File: config.mk
export PLATFORM = sky130hd
export DESIGN_NAME = arbitro_memoria_tabuleiro
export DESIGN_NICKNAME = d
export VERILOG_FILES = /design/src/rtl/arbitro_memoria_tabuleiro.sv
export SDC_FILE = /design/constraint.sdc
export NUM_CORES = 1
export LEC_CHECK = 0
export ABC_CLOCK_PERIOD_IN_PS = 6400
export CORE_AREA = 4 4 215 217
export DETAILED_ROUTE_END_ITERATION = 10
export DIE_AREA = 0 0 219 221
export SYNTH_ARGS = -nofsm -noshare
export SYNTH_HDL_FRONTEND = slang
export SYNTH_SLANG_ARGS = --single-unit
File: constraint.sdc
create_clock -name clk -period 6.4 [get_ports clk]
set_input_delay 1.6 -clock clk [delete_from_list [all_inputs] [get_ports clk]]
set_output_delay 1.6 -clock clk [all_outputs]
set_load 0.02 [all_outputs]
File: src/rtl/arbitro_memoria_tabuleiro.sv
// Arbiter/sequencer for the two player board RAMs shared by VGA, colisor, validador and pontuacao.
// Optional feature macro: ARBITRO_RMW_EN (colisor writes become atomic read-modify-write clears).
module arbitro_memoria_tabuleiro #(
    parameter int unsigned ADDR_W = 5,
    parameter int unsigned DATA_W = 64,
    parameter int unsigned ROWS   = 11
) (
    input  logic                  clk,
    input  logic                  resetGeral,
    input  logic [3:0]            req,
    input  logic [3:0]            we,
    input  logic [3:0]            jog,
    input  logic [4*ADDR_W-1:0]   addr,
    input  logic [4*DATA_W-1:0]   wdata,
    input  logic [DATA_W-1:0]     mem_q_p1,
    input  logic [DATA_W-1:0]     mem_q_p2,
    output logic [3:0]            gnt,
    output logic [3:0]            rvalid,
    output logic [DATA_W-1:0]     rdata,
    output logic                  err,
    output logic [ADDR_W-1:0]     mem_addr,
    output logic [DATA_W-1:0]     mem_data,
    output logic                  wrenP1,
    output logic                  wrenP2
);
`ifdef ARBITRO_RMW_EN
    localparam bit RmwEn = 1'b1;
`else
    localparam bit RmwEn = 1'b0;
`endif

    typedef enum logic [1:0] {IDLE, RD, RSP, WR} state_t;

    state_t              state_q, state_d;
    logic                skip_q, skip_d;
    logic [1:0]          rr_q, rr_d;
    logic [1:0]          idx_q, idx_d;
    logic                jog_q, jog_d;
    logic                rmw_q, rmw_d;
    logic                oor_q, oor_d;
    logic [DATA_W-1:0]   mask_q, mask_d;
    logic [3:0]          gnt_q, gnt_d;
    logic [3:0]          rvalid_q, rvalid_d;
    logic [DATA_W-1:0]   rdata_q, rdata_d;
    logic                err_q, err_d;
    logic [ADDR_W-1:0]   mem_addr_q, mem_addr_d;
    logic [DATA_W-1:0]   mem_data_q, mem_data_d;
    logic                wren1_q, wren1_d;
    logic                wren2_q, wren2_d;

    logic                win_valid;
    logic [1:0]          win_idx;
    int unsigned         cand;
    logic [ADDR_W-1:0]   sel_addr;
    logic [DATA_W-1:0]   sel_wdata;
    logic                sel_we;
    logic [DATA_W-1:0]   row;

    // VGA has priority except right after its own grant; 1..3 rotate from rr_q.
    always_comb begin
        win_valid = 1'b0;
        win_idx   = 2'd0;
        cand      = 0;
        if (req[0] && !(skip_q && (|req[3:1]))) begin
            win_valid = 1'b1;
        end else begin
            for (int unsigned k = 0; k < 3; k++) begin
                cand = (32'(rr_q) + k) % 32'd3 + 32'd1;
                if (!win_valid && req[cand[1:0]]) begin
                    win_valid = 1'b1;
                    win_idx   = cand[1:0];
                end
            end
        end
    end

    always_comb begin
        sel_addr  = addr[win_idx*ADDR_W +: ADDR_W];
        sel_wdata = wdata[win_idx*DATA_W +: DATA_W];
        sel_we    = we[win_idx] && ((win_idx == 2'd1) || (win_idx == 2'd2));
        row       = jog_q ? mem_q_p2 : mem_q_p1;

        state_d    = state_q;
        skip_d     = skip_q;
        rr_d       = rr_q;
        idx_d      = idx_q;
        jog_d      = jog_q;
        rmw_d      = rmw_q;
        oor_d      = oor_q;
        mask_d     = mask_q;
        mem_addr_d = mem_addr_q;
        mem_data_d = mem_data_q;
        gnt_d      = '0;
        rvalid_d   = '0;
        rdata_d    = '0;
        err_d      = 1'b0;
        wren1_d    = 1'b0;
        wren2_d    = 1'b0;

        unique case (state_q)
            IDLE: begin
                if (win_valid) begin
                    gnt_d      = 4'b0001 << win_idx;
                    idx_d      = win_idx;
                    jog_d      = jog[win_idx];
                    mask_d     = sel_wdata;
                    rmw_d      = RmwEn && (win_idx == 2'd1) && we[1];
                    oor_d      = 32'(sel_addr) >= ROWS;
                    mem_addr_d = sel_addr;
                    mem_data_d = sel_wdata;
                    skip_d     = (win_idx == 2'd0);
                    if (win_idx != 2'd0) begin
                        rr_d = (win_idx == 2'd3) ? 2'd0 : win_idx;
                    end
                    if (oor_d) begin
                        state_d = WR;
                    end else if (sel_we && !rmw_d) begin
                        state_d = WR;
                        wren1_d = !jog[win_idx];
                        wren2_d = jog[win_idx];
                    end else begin
                        state_d = RD;
                    end
                end
            end
            RD: state_d = RSP;
            RSP: begin
                rdata_d  = row;
                rvalid_d = 4'b0001 << idx_q;
                if (RmwEn && rmw_q) begin
                    mem_data_d = row & ~mask_q;
                    wren1_d    = !jog_q;
                    wren2_d    = jog_q;
                    state_d    = WR;
                end else begin
                    state_d = IDLE;
                end
            end
            WR: begin
                // An RMW already reported completion from RSP with the original row.
                if (!rmw_q) begin
                    rvalid_d = 4'b0001 << idx_q;
                    err_d    = oor_q;
                end
                state_d = IDLE;
            end
            default: state_d = IDLE;
        endcase
    end

    always_ff @(posedge clk or posedge resetGeral) begin
        if (resetGeral) begin
            state_q    <= IDLE;
            skip_q     <= 1'b0;
            rr_q       <= '0;
            idx_q      <= '0;
            jog_q      <= 1'b0;
            rmw_q      <= 1'b0;
            oor_q      <= 1'b0;
            mask_q     <= '0;
            gnt_q      <= '0;
            rvalid_q   <= '0;
            rdata_q    <= '0;
            err_q      <= 1'b0;
            mem_addr_q <= '0;
            mem_data_q <= '0;
            wren1_q    <= 1'b0;
            wren2_q    <= 1'b0;
        end else begin
            state_q    <= state_d;
            skip_q     <= skip_d;
            rr_q       <= rr_d;
            idx_q      <= idx_d;
            jog_q      <= jog_d;
            rmw_q      <= rmw_d;
            oor_q      <= oor_d;
            mask_q     <= mask_d;
            gnt_q      <= gnt_d;
            rvalid_q   <= rvalid_d;
            rdata_q    <= rdata_d;
            err_q      <= err_d;
            mem_addr_q <= mem_addr_d;
            mem_data_q <= mem_data_d;
            wren1_q    <= wren1_d;
            wren2_q    <= wren2_d;
        end
    end

    assign gnt      = gnt_q;
    assign rvalid   = rvalid_q;
    assign rdata    = rdata_q;
    assign err      = err_q;
    assign mem_addr = mem_addr_q;
    assign mem_data = mem_data_q;
    assign wrenP1   = wren1_q;
    assign wrenP2   = wren2_q;

endmodule

==> flow_metrics.py, run 1 <==
metrics = {
    "status": {
        "run_status": "completed",
    },
    "logic_synthesis": {
        "synth_fa_ha_area_frac": 0.0137,
        "synth-edff-count": 0,
        "synth-async-reset-ratio": 1.00,
        "ys_seq_elements": 153,
        "postSynthAreaPerCell_sq_um": 7.84,
        "synth_cell_types": 36,
        "synth.yosys.warnings": 0,
        "synth_simple_gate_area_frac": 0.276,
        "synthesis.instances": 1048,
        "synth_top_cell_area_share": 0.466,
        "synth.yosys.seq_area_share": 0.466,
        "post_synth_mux_area_share": 0.108,
        "ys_top_cells_by_count": "sky130_fd_sc_hd__nand2_1 (418), sky130_fd_sc_hd__dfrtp_1 (153), sky130_fd_sc_hd__o21ai_0 (129), sky130_fd_sc_hd__mux2i_1 (83), sky130_fd_sc_hd__nor2_1 (68)",
        "synth_area_leaders": "sky130_fd_sc_hd__dfrtp_1 (47%), sky130_fd_sc_hd__nand2_1 (19%), sky130_fd_sc_hd__mux2i_1 (10%)",
        "synth.net_count": 1475,
        "ys_dominant_reg_cell": "sky130_fd_sc_hd__dfrtp_1",
        "synth_area_leader_cell": "sky130_fd_sc_hd__dfrtp_1",
        "post-synth-top-count-cell": "sky130_fd_sc_hd__nand2_1",
        "syn-cell-area_sq_mm": 0.00822,
        "post_synth_xor_area_fraction": 0,
        "main_combinational_cell_family_by_area_after_synthesis": "simple AND/OR/NAND/NOR gates",
        "synth-compound-area-share": 0.0943,
    },
    "routing": {
        "drt_iter0_markers": 379,
        "drt-pass1-iter-count": 4,
        "overall_via_count_from_detail_route": 9027,
        "totalWireLength_microns": 38500,
        "route.detailed.wl_per_inst_microns": 17.7,
        "avgViaCountPerCell": 4.15,
        "final_antenna_net_count": 0,
        "drt_drc_violations_left": 0,
    },
    "timing": {
        "max_freq_mhz": 213,
        "timing.slew.headroom": 0.278,
        "final_period_minus_worst_setup_slack_ns": 4.69,
        "timing.setup.tns_ns": 0,
        "drv_slew": 0,
        "hold_viol": 0,
        "period_share": 0.733,
        "final.setup_skew_ns": 0.00754,
        "setup_viol_count_final": 0,
        "unrepaired_setup_endpoints_after_global_routing": "no",
        "tightest_slew_ns": 1.08,
    },
    "place": {
        "port_buffers": 561,
        "gpl.final_weighted_congestion": 0.868,
        "place_hpwl_microns": 30400,
    },
    "floorplan": {
        "core.rowCount": 77,
        "core_sq_mm": 0.0441,
        "die_width_microns": 219,
        "io-pin-count": 562,
        "die_footprint_sq_mm": 0.0484,
        "dieHeight_microns": 221,
        "floorplan.initialDensity": 0.186,
    },
    "clock_network": {
        "cts_hold_buf": 0,
        "maximum_clock_insertion_buffer_count": 2,
        "cts_tree": "built",
        "h-tree-depth": 4,
        "cts_root_buffer": "sky130_fd_sc_hd__clkbuf_16",
        "clk_pin_slew_ns": 0.06,
        "postCtsSetupBuffers": 0,
        "worst_skew_pair.late_latency_ns": 0.44,
        "post_cts_resized": 0,
        "total_cts_buffers": 17,
        "clock_sinks": 153,
    },
    "power_and_ir_drop": {
        "cellInternalPower_w": 0.00359,
        "p_leak_nw": 6.66,
        "vdd_drop_max_uv": 256,
        "finalPower_w": 0.00667,
        "p_clk_frac": 0.142,
        "switching_share": 0.461,
        "power_density_mw_per_mm2": 446,
        "net-switching-power_w": 0.00308,
        "comb_power_share": 0.619,
        "part_of_the_total_power_dissipated_in_sequential_elements": 0.239,
    },
    "hold_path": {
        "hp-class": "flop to flop",
        "hold_wc_startpoint": "mem_data[56]",
    },
    "grt": {
        "grt_pass1_wl_microns": 56200,
        "grt_use_total": 0.153,
        "grt_max_degree": 94,
        "grt_pass1_vias": 9468,
        "grt_antenna_before_repair": 5,
        "grt_overflow_total": 0,
    },
    "setup_path": {
        "critical_path_data_arrival_time_ns": 5.03,
        "endpoint_kind": "flop",
        "setup.reg_to_reg.worst_slack_ns": 2.51,
        "cp.required_ns": 6.73,
        "critical_path.startpoint": "req[2]",
        "critical_path.reg2reg.startpoint": "rr_q[0]",
        "worst-setup-path-type": "primary input to flop",
        "critical_path.max_fanout": 71,
        "worstSetupStartpointType": "primary input",
    },
    "final_layout": {
        "syn2layout_area_growth_pct": 82.2,
        "final_nets": 1992,
        "drive_gt1_frac": 0.0336,
    },
    "flow_run": {
        "max_cap_viol_count": 0,
    },
}
[worst max-delay path: stages]
cell,delay [ns]
sky130_fd_sc_hd__clkdlybuf4s50_1,0.53
sky130_fd_sc_hd__mux4_2,0.54
sky130_fd_sc_hd__or3_4,0.40
sky130_fd_sc_hd__a211oi_4,0.29
sky130_fd_sc_hd__buf_12,0.32
sky130_fd_sc_hd__inv_4,0.29
sky130_fd_sc_hd__mux2i_1,0.24
sky130_fd_sc_hd__mux2i_1,0.13
sky130_fd_sc_hd__a21oi_2,0.19
sky130_fd_sc_hd__nand2_1,0.14
sky130_fd_sc_hd__nor4_1,0.27
[final timing paths]
path | endpoint | depth (start not counted)
worst max register to register | wrenP1 | 12
worst max-delay path | wrenP1 | 11
worst min register to register | mem_data[56] | 2
min in group asynchronous | rdata[5] | 2
max in group asynchronous | mem_data[20] | 3
worst min-delay path | mem_data[56] | 2
[cell families (layout without fill, tap and decap cells)]
| kind of cell | Yosys count | in the layout |
|---|---|---|
| and+or+nand+nor | 569 | 569 |
| DFF | 153 | 153 |
| AOI/OAI and AO/OA | 146 | 146 |
| muxes | 86 | 86 |
| buffers and inverters | 85 | 613 |
| adders and majority gates | 9 | 9 |
| other | 0 | 6 |
[cells in the final DEF, fill, tap and decap left out, types with 4 or more instances in the layout]
cell type / count
sky130_fd_sc_hd__mux2i_1: 83
sky130_fd_sc_hd__o21ai_0: 129
sky130_fd_sc_hd__nand3_1: 66
sky130_fd_sc_hd__and2_1: 5
sky130_fd_sc_hd__buf_4: 8
sky130_fd_sc_hd__clkbuf_16: 17
sky130_fd_sc_hd__nor2_1: 68
sky130_fd_sc_hd__nor4_1: 4
sky130_fd_sc_hd__clkinvlp_4: 5
sky130_fd_sc_hd__dfrtp_1: 152
sky130_fd_sc_hd__o21ai_1: 4
sky130_fd_sc_hd__diode_2: 6
sky130_fd_sc_hd__inv_1: 8
sky130_fd_sc_hd__ha_1: 9
sky130_fd_sc_hd__buf_12: 4
sky130_fd_sc_hd__nand2_1: 417
sky130_fd_sc_hd__clkdlybuf4s50_1: 561
[power by group through the flow]
stage,registers [W],clock network (W),logic [W]
after floorplan,0.00205,0,0.00199
after global placement,0.00161,0,0.00419
after detailed placement,0.00162,0,0.00422
after CTS,0.00161,0.000998,0.00422
after global routing,0.00164,0.00103,0.00458
final,0.00159,0.000951,0.00413
[flip-flops by register name, indices dropped and copies added (netlist names)]
register  flops
err           1
gnt           4
idx_q         2
jog_q         1
mem_addr      5
mem_data     64
oor_q         1
rdata        64
rr_q          2
rvalid        4
skip_q        1
state_q       2
wrenP1        1
wrenP2        1
[cell type report]
type / count / area [sq um]
fill: 4712 / 29200
multi-input combinational: 810 / 4050
clock inverter: 10 / 70.1
sequential: 153 / 3830
timing repair buffer: 573 / 5760
antenna: 6 / 15.0
inverter: 10 / 45.0
tap: 592 / 741
clock buffer: 20 / 457
[metrics by stage]
step,std cells,setup WS (ns),util,hold WS [ns],instance area [sq um]
floorplan,1048,0.679,-,0.449,8220
global placement,2138,1.36,0.327,0.462,14400
detailed placement,2138,1.23,0.327,0.469,14400
CTS,2168,1.71,0.339,0.485,15000
global route,2173,1.42,0.339,0.499,15000
finish,2174,1.71,0.339,0.478,15000
[layer usage]
layer | vias up | GRT usage | share of wire
met5 | - | 0 | 0
met4 | 0 | 0.0583 | 0.028
met3 | 47 | 0.0621 | 0.098
met2 | 425 | 0.275 | 0.51
met1 | 4102 | 0.157 | 0.37
li1 | 4453 | - | -
No activity file was read; power rests on OpenSTA's default activity.
==> inputs of run 2 (changes only) <==
--- a/config.mk
+++ b/config.mk
@@ -5,7 +5,7 @@
 export SDC_FILE = /design/constraint.sdc
 export NUM_CORES = 1
 export LEC_CHECK = 0
-export ABC_CLOCK_PERIOD_IN_PS = 6400
+export ABC_CLOCK_PERIOD_IN_PS = 4850
 export CORE_AREA = 4 4 215 217
 export DETAILED_ROUTE_END_ITERATION = 10
 export DIE_AREA = 0 0 219 221
==> constraint.sdc (replaced) <==
create_clock -name clk -period 4.85 [get_ports clk]
set_input_delay 1.2125 -clock clk [delete_from_list [all_inputs] [get_ports clk]]
set_output_delay 1.2125 -clock clk [all_outputs]
set_load 0.02 [all_outputs]
==> flow_metrics.py, run 2 (same netlist as run 1, synthesis figures left out) <==
metrics = {
    "status": {
        "run_status": "completed",
    },
    "floorplan": {
        "core_sq_mm": 0.0441,
        "die_footprint_sq_mm": 0.0484,
        "dieHeight_microns": 221,
        "core.rowCount": 77,
        "io-pin-count": 562,
        "die_width_microns": 219,
        "floorplan.initialDensity": 0.186,
    },
    "final_layout": {
        "drive_gt1_frac": 0.0373,
        "layout_commonest_cell": "sky130_fd_sc_hd__clkdlybuf4s50_1",
        "final_nets": 1995,
        "final_cell_mix": "sky130_fd_sc_hd__clkdlybuf4s50_1 (561), sky130_fd_sc_hd__nand2_1 (417), sky130_fd_sc_hd__dfrtp_1 (152)",
        "syn2layout_area_growth_pct": 83.1,
        "multi_input_area_sq_mm": 0.00405,
        "sequential_cell_area_sq_mm": 0.00383,
        "fill_cells": 4635,
        "fin_area_sq_mm": 0.0150,
        "post_layout_nonfiller_instances": 2175,
    },
    "grt": {
        "grt_use_total": 0.153,
        "grt_pass1_wl_microns": 56000,
        "grt_antenna_before_repair": 2,
        "grt_pass1_vias": 9236,
        "grt_max_degree": 154,
        "grt_overflow_total": 0,
    },
    "hold_path": {
        "worst_hold_path_stage_count": 2,
        "hp-class": "flop to flop",
        "hold_wc_startpoint": "mem_data[13]",
        "hold_path_end": "mem_data[13]",
    },
    "clock_network": {
        "h-tree-depth": 4,
        "worst_skew_pair.late_latency_ns": 0.45,
        "maximum_clock_insertion_buffer_count": 2,
        "postCtsSetupBuffers": 0,
        "cts_tree": "built",
        "clk_pin_slew_ns": 0.07,
        "cts_hold_buf": 0,
        "post_cts_resized": 0,
        "cts_root_buffer": "sky130_fd_sc_hd__clkbuf_16",
        "clock_sinks": 153,
        "total_cts_buffers": 17,
    },
    "timing": {
        "timing.setup.tns_ns": 0,
        "final_period_minus_worst_setup_slack_ns": 3.89,
        "period_share": 0.801,
        "tightest_slew_ns": 0.926,
        "setup_viol_count_final": 0,
        "max_freq_mhz": 257,
        "timing.slew.headroom": 0.383,
        "unrepaired_setup_endpoints_after_global_routing": "no",
        "drv_slew": 0,
        "hold_viol": 0,
        "final.setup_skew_ns": 0.00801,
    },
    "setup_path": {
        "worst_path_largest_cell_delay_ns": 0.54,
        "critical_path.max_fanout": 76,
        "top_cell_family_by_delay_on_the_critical_path": "buffers and inverters",
        "crit_path_top_delay_cell": "sky130_fd_sc_hd__mux4_2",
        "most_frequent_cell_on_the_critical_path": "sky130_fd_sc_hd__nand2_1",
        "r2r-end": "state_q[1]",
        "cp.required_ns": 5.19,
        "worstSetupStartpointType": "primary input",
        "critical_path.reg2reg.startpoint": "rr_q[0]",
        "setup.reg_to_reg.worst_slack_ns": 1.33,
        "worst-setup-path-type": "primary input to flop",
        "critical_path.n_buffers_inverters": 4,
        "r2r_cells": 13,
        "worstPathCellList": "clkdlybuf4s50_1 -> mux4_2 -> or3_4 -> a211oi_4 -> buf_12 -> inv_4 -> buf_12 -> nand2_1 -> nand2_1 -> o211ai_1 -> nand2_1 -> o21a_1",
        "endpoint_kind": "flop",
        "critical_path.startpoint": "req[2]",
        "critical_path_data_arrival_time_ns": 4.22,
    },
    "place": {
        "placed_area_sq_mm": 0.0145,
        "placedCellCount": 2141,
        "place_hpwl_microns": 30500,
        "gpl.final_weighted_congestion": 0.844,
        "port_buffers": 561,
    },
    "routing": {
        "route.detailed.wl_per_inst_microns": 17.7,
        "drt-pass1-iter-count": 4,
        "drt_iter0_markers": 322,
        "final_antenna_net_count": 0,
        "overall_via_count_from_detail_route": 8961,
        "avgViaCountPerCell": 4.12,
        "drt_drc_violations_left": 0,
        "totalWireLength_microns": 38400,
    },
    "power_and_ir_drop": {
        "vdd_drop_max_uv": 367,
        "finalPower_w": 0.00892,
        "p_leak_nw": 6.70,
        "power_density_mw_per_mm2": 593,
    },
    "flow_run": {
        "max_cap_viol_count": 0,
    },
}
run 2: cell types whose count changed in the layout (fill, tap and decap cells not counted), sizes merged:
cell | before | now
inv | 12 | 15
buf | 12 | 15
bufinv | 0 | 1
clkinvlp | 5 | 3
diode | 6 | 2
clkbuf | 20 | 18
clkinv | 3 | 5
run 2: where the power goes:
part / total, W / switching (W) / internal [W]
logic: 0.00538 / 0.00312 / 0.00226
clock network: 0.00136 / 0.000625 / 0.000732
registers: 0.00218 / 0.000344 / 0.00183
total: 0.00892 / 0.00409 / 0.00483
run 2: worst max-delay path by stage:
| stage | to | slack (ns) | depth (start not counted) |
|---|---|---|---|
| 4_1_cts | wrenP1 | 0.98 | 10 |
| 2_1_floorplan | state_q[1] | 1.19 | 10 |
| 3_5_place_dp | state_q[1] | 0.48 | 11 |
| 5_1_grt | wrenP1 | 0.78 | 10 |
| 6_report | state_q[1] | 0.96 | 12 |
| 3_3_place_gp | state_q[1] | 0.51 | 11 |
run 2: metrics by stage:
stage	hold WS (ns)	worst slack (ns)	utilization
final	0.477	0.964	0.341
after global routing	0.500	0.784	0.341
after CTS	0.485	0.982	0.341
after detailed placement	0.469	0.484	0.328
after global placement	0.462	0.514	0.328
after floorplan	0.449	1.19	-
run 2: area by class of cell:
cell class / instances / share of cell area
Antenna cell: 2 / 0.000333
Clock buffer: 18 / 0.0292
Inverter: 10 / 0.00291
Tap cell: 592 / 0.0492
Sequential cell: 153 / 0.255
Multi-Input combinational cell: 810 / 0.269
Clock inverter: 14 / 0.00907
Timing Repair Buffer: 576 / 0.385
run 2: per-layer routing:
layer  GRT usage  part of all wire
met4      0.0548             0.026
met3      0.0610             0.096
met1       0.156              0.37
met2       0.281              0.51
met5           0           0.00034
run 2: worst reg2reg max path: stages, from the launching register on:
cell                       delay (ns)
sky130_fd_sc_hd__dfrtp_1         0.39
sky130_fd_sc_hd__inv_1           0.09
sky130_fd_sc_hd__ha_1            0.40
sky130_fd_sc_hd__mux4_2          0.58
sky130_fd_sc_hd__or3_4           0.40
sky130_fd_sc_hd__a211oi_4        0.28
sky130_fd_sc_hd__buf_12          0.22
sky130_fd_sc_hd__inv_4           0.11
sky130_fd_sc_hd__buf_12          0.19
sky130_fd_sc_hd__nand2_1         0.21
sky130_fd_sc_hd__nand2_1         0.05
sky130_fd_sc_hd__o211ai_1        0.23
sky130_fd_sc_hd__nand2_1         0.09
sky130_fd_sc_hd__o21a_1          0.16
==> inputs of run 3 (changes only) <==
--- a/config.mk
+++ b/config.mk
@@ -5,7 +5,7 @@
 export SDC_FILE = /design/constraint.sdc
 export NUM_CORES = 1
 export LEC_CHECK = 0
-export ABC_CLOCK_PERIOD_IN_PS = 4850
+export ABC_CLOCK_PERIOD_IN_PS = 3700
 export CORE_AREA = 4 4 215 217
 export DETAILED_ROUTE_END_ITERATION = 10
 export DIE_AREA = 0 0 219 221
==> constraint.sdc (replaced) <==
create_clock -name clk -period 3.7 [get_ports clk]
set_input_delay 0.925 -clock clk [delete_from_list [all_inputs] [get_ports clk]]
set_output_delay 0.925 -clock clk [all_outputs]
set_load 0.02 [all_outputs]
==> flow_metrics.py, run 3 (same netlist as run 1, synthesis figures left out) <==
metrics = {
    "status": {
        "run_status": "completed",
    },
    "floorplan": {
        "die_footprint_sq_mm": 0.0484,
        "die_width_microns": 219,
        "core_sq_mm": 0.0441,
        "io-pin-count": 562,
        "core.rowCount": 77,
        "dieHeight_microns": 221,
        "floorplan.initialDensity": 0.186,
    },
    "routing": {
        "route.detailed.wl_per_inst_microns": 17.7,
        "avgViaCountPerCell": 4.17,
        "drt_drc_violations_left": 0,
        "overall_via_count_from_detail_route": 9210,
        "final_antenna_net_count": 0,
        "drt-pass1-iter-count": 5,
        "drt_iter0_markers": 334,
        "totalWireLength_microns": 39000,
    },
    "clock_network": {
        "clock_sinks": 153,
        "cts_root_buffer": "sky130_fd_sc_hd__clkbuf_16",
        "total_cts_buffers": 17,
        "cts_hold_buf": 0,
        "worst_skew_pair.late_latency_ns": 0.44,
        "post_cts_resized": 0,
        "maximum_clock_insertion_buffer_count": 2,
        "h-tree-depth": 4,
        "clk_pin_slew_ns": 0.07,
        "postCtsSetupBuffers": 0,
        "cts_tree": "built",
    },
    "power_and_ir_drop": {
        "power_density_mw_per_mm2": 790,
        "p_leak_nw": 6.90,
        "p_clk_frac": 0.145,
        "switching_share": 0.448,
        "net-switching-power_w": 0.00546,
        "comb_power_share": 0.618,
        "part_of_the_total_power_dissipated_in_sequential_elements": 0.236,
        "cellInternalPower_w": 0.00672,
        "finalPower_w": 0.0122,
        "vdd_drop_max_uv": 570,
    },
    "final_layout": {
        "final_cell_mix": "sky130_fd_sc_hd__clkdlybuf4s50_1 (561), sky130_fd_sc_hd__nand2_1 (417), sky130_fd_sc_hd__dfrtp_1 (152)",
        "post_layout_nonfiller_instances": 2206,
        "syn2layout_area_growth_pct": 87.5,
        "layout_commonest_cell": "sky130_fd_sc_hd__clkdlybuf4s50_1",
        "final_nets": 2028,
        "drive_gt1_frac": 0.0564,
    },
    "timing": {
        "setup_viol_count_final": 0,
        "hold_viol": 0,
        "final.setup_skew_ns": 0.00787,
        "timing.setup.tns_ns": 0,
        "tightest_slew_ns": 0.988,
        "max_freq_mhz": 294,
        "period_share": 0.920,
        "final_period_minus_worst_setup_slack_ns": 3.40,
        "timing.slew.headroom": 0.341,
        "unrepaired_setup_endpoints_after_global_routing": "no",
        "drv_slew": 0,
    },
    "grt": {
        "grt_pass1_wl_microns": 56800,
        "grt_use_total": 0.156,
        "grt_max_degree": 63,
        "grt_pass1_vias": 9477,
        "grt_antenna_before_repair": 1,
        "grt_overflow_total": 0,
    },
    "place": {
        "gpl.final_weighted_congestion": 0.902,
        "place_hpwl_microns": 32000,
        "placedCellCount": 2174,
        "port_buffers": 561,
    },
    "flow_run": {
        "max_cap_viol_count": 0,
    },
    "setup_path": {
        "endpoint_kind": "flop",
        "critical_path.reg2reg.startpoint": "rr_q[0]",
        "critical_path.startpoint": "rr_q[0]",
        "worstSetupStartpointType": "flop",
        "critical_path_data_arrival_time_ns": 3.74,
        "cp.required_ns": 4.03,
        "critical_path.max_fanout": 6,
        "worst-setup-path-type": "flop to flop",
    },
    "hold_path": {
        "hp-class": "flop to flop",
        "hold_wc_startpoint": "mem_data[7]",
    },
}
run 3: changes by cell type in the layout (fill, tap and decap cells not counted):
cell / before / now
sky130_fd_sc_hd__clkinv_2: 2 / 1
sky130_fd_sc_hd__clkbuf_8: 1 / 3
sky130_fd_sc_hd__diode_2: 2 / 1
sky130_fd_sc_hd__buf_12: 5 / 14
sky130_fd_sc_hd__inv_6: 5 / 2
sky130_fd_sc_hd__buf_4: 10 / 34
sky130_fd_sc_hd__clkinv_4: 3 / 4
run 3: routing by layer:
layer	GRT usage	routed length, microns	up-vias
li1	-	-	4525
met1	0.165	14400	4222
met2	0.280	19600	414
met3	0.0562	3710	49
met4	0.0620	1210	0
met5	0	0	-
run 3: power by group through the flow:
stage	Sequential [W]	Combinational, W	Clock (W)
after floorplan	0.00354	0.00344	0
after global placement	0.00289	0.00760	0
after detailed placement	0.00291	0.00765	0
after CTS	0.00289	0.00767	0.00184
after global routing	0.00297	0.00830	0.00191
final	0.00288	0.00753	0.00177
run 3: per-stage QoR:
stage                     cell area (sq um)  setup slack [ns]  utilization  hold slack [ns]
final                                 15400             0.296        0.349            0.476
after global routing                  15400            0.0991        0.349            0.498
after CTS                             15400             0.306        0.349            0.484
after detailed placement              14800            -0.119        0.336            0.469
after global placement                14800           -0.0781        0.336            0.463
after floorplan                        8220             0.332            -            0.449
run 3: final cells by class:
cell class / count / area [sq um]
fill: 4661 / 28700
multi-input combinational: 810 / 4050
clock inverter: 11 / 114
inverter: 10 / 43.8
antenna: 1 / 2.50
timing repair buffer: 609 / 6150
tap: 592 / 741
clock buffer: 20 / 467
sequential: 153 / 3830
run 3: worst max-delay path: stages, from the launching register on:
cell and delay, ns:
sky130_fd_sc_hd__dfrtp_1 0.38, sky130_fd_sc_hd__inv_1 0.08, sky130_fd_sc_hd__ha_1 0.39, sky130_fd_sc_hd__mux4_2 0.55, sky130_fd_sc_hd__or3_4 0.39, sky130_fd_sc_hd__a211oi_4 0.28, sky130_fd_sc_hd__buf_12 0.17, sky130_fd_sc_hd__inv_4 0.06
sky130_fd_sc_hd__buf_12 0.13, sky130_fd_sc_hd__mux2i_1 0.15, sky130_fd_sc_hd__mux2i_1 0.12, sky130_fd_sc_hd__a21oi_2 0.16, sky130_fd_sc_hd__nand2_1 0.15, sky130_fd_sc_hd__nor4_1 0.29
run 3: worst paths after layout:
check | slack (ns) | end | depth (start not counted)
max | 0.30 | wrenP2 | 13
min | 0.48 | mem_data[7] | 2
max reg2reg | 0.30 | wrenP2 | 13
min reg2reg | 0.48 | mem_data[7] | 2
max in group asynchronous | 2.00 | skip_q | 4
min in group asynchronous | 0.82 | rdata[52] | 2
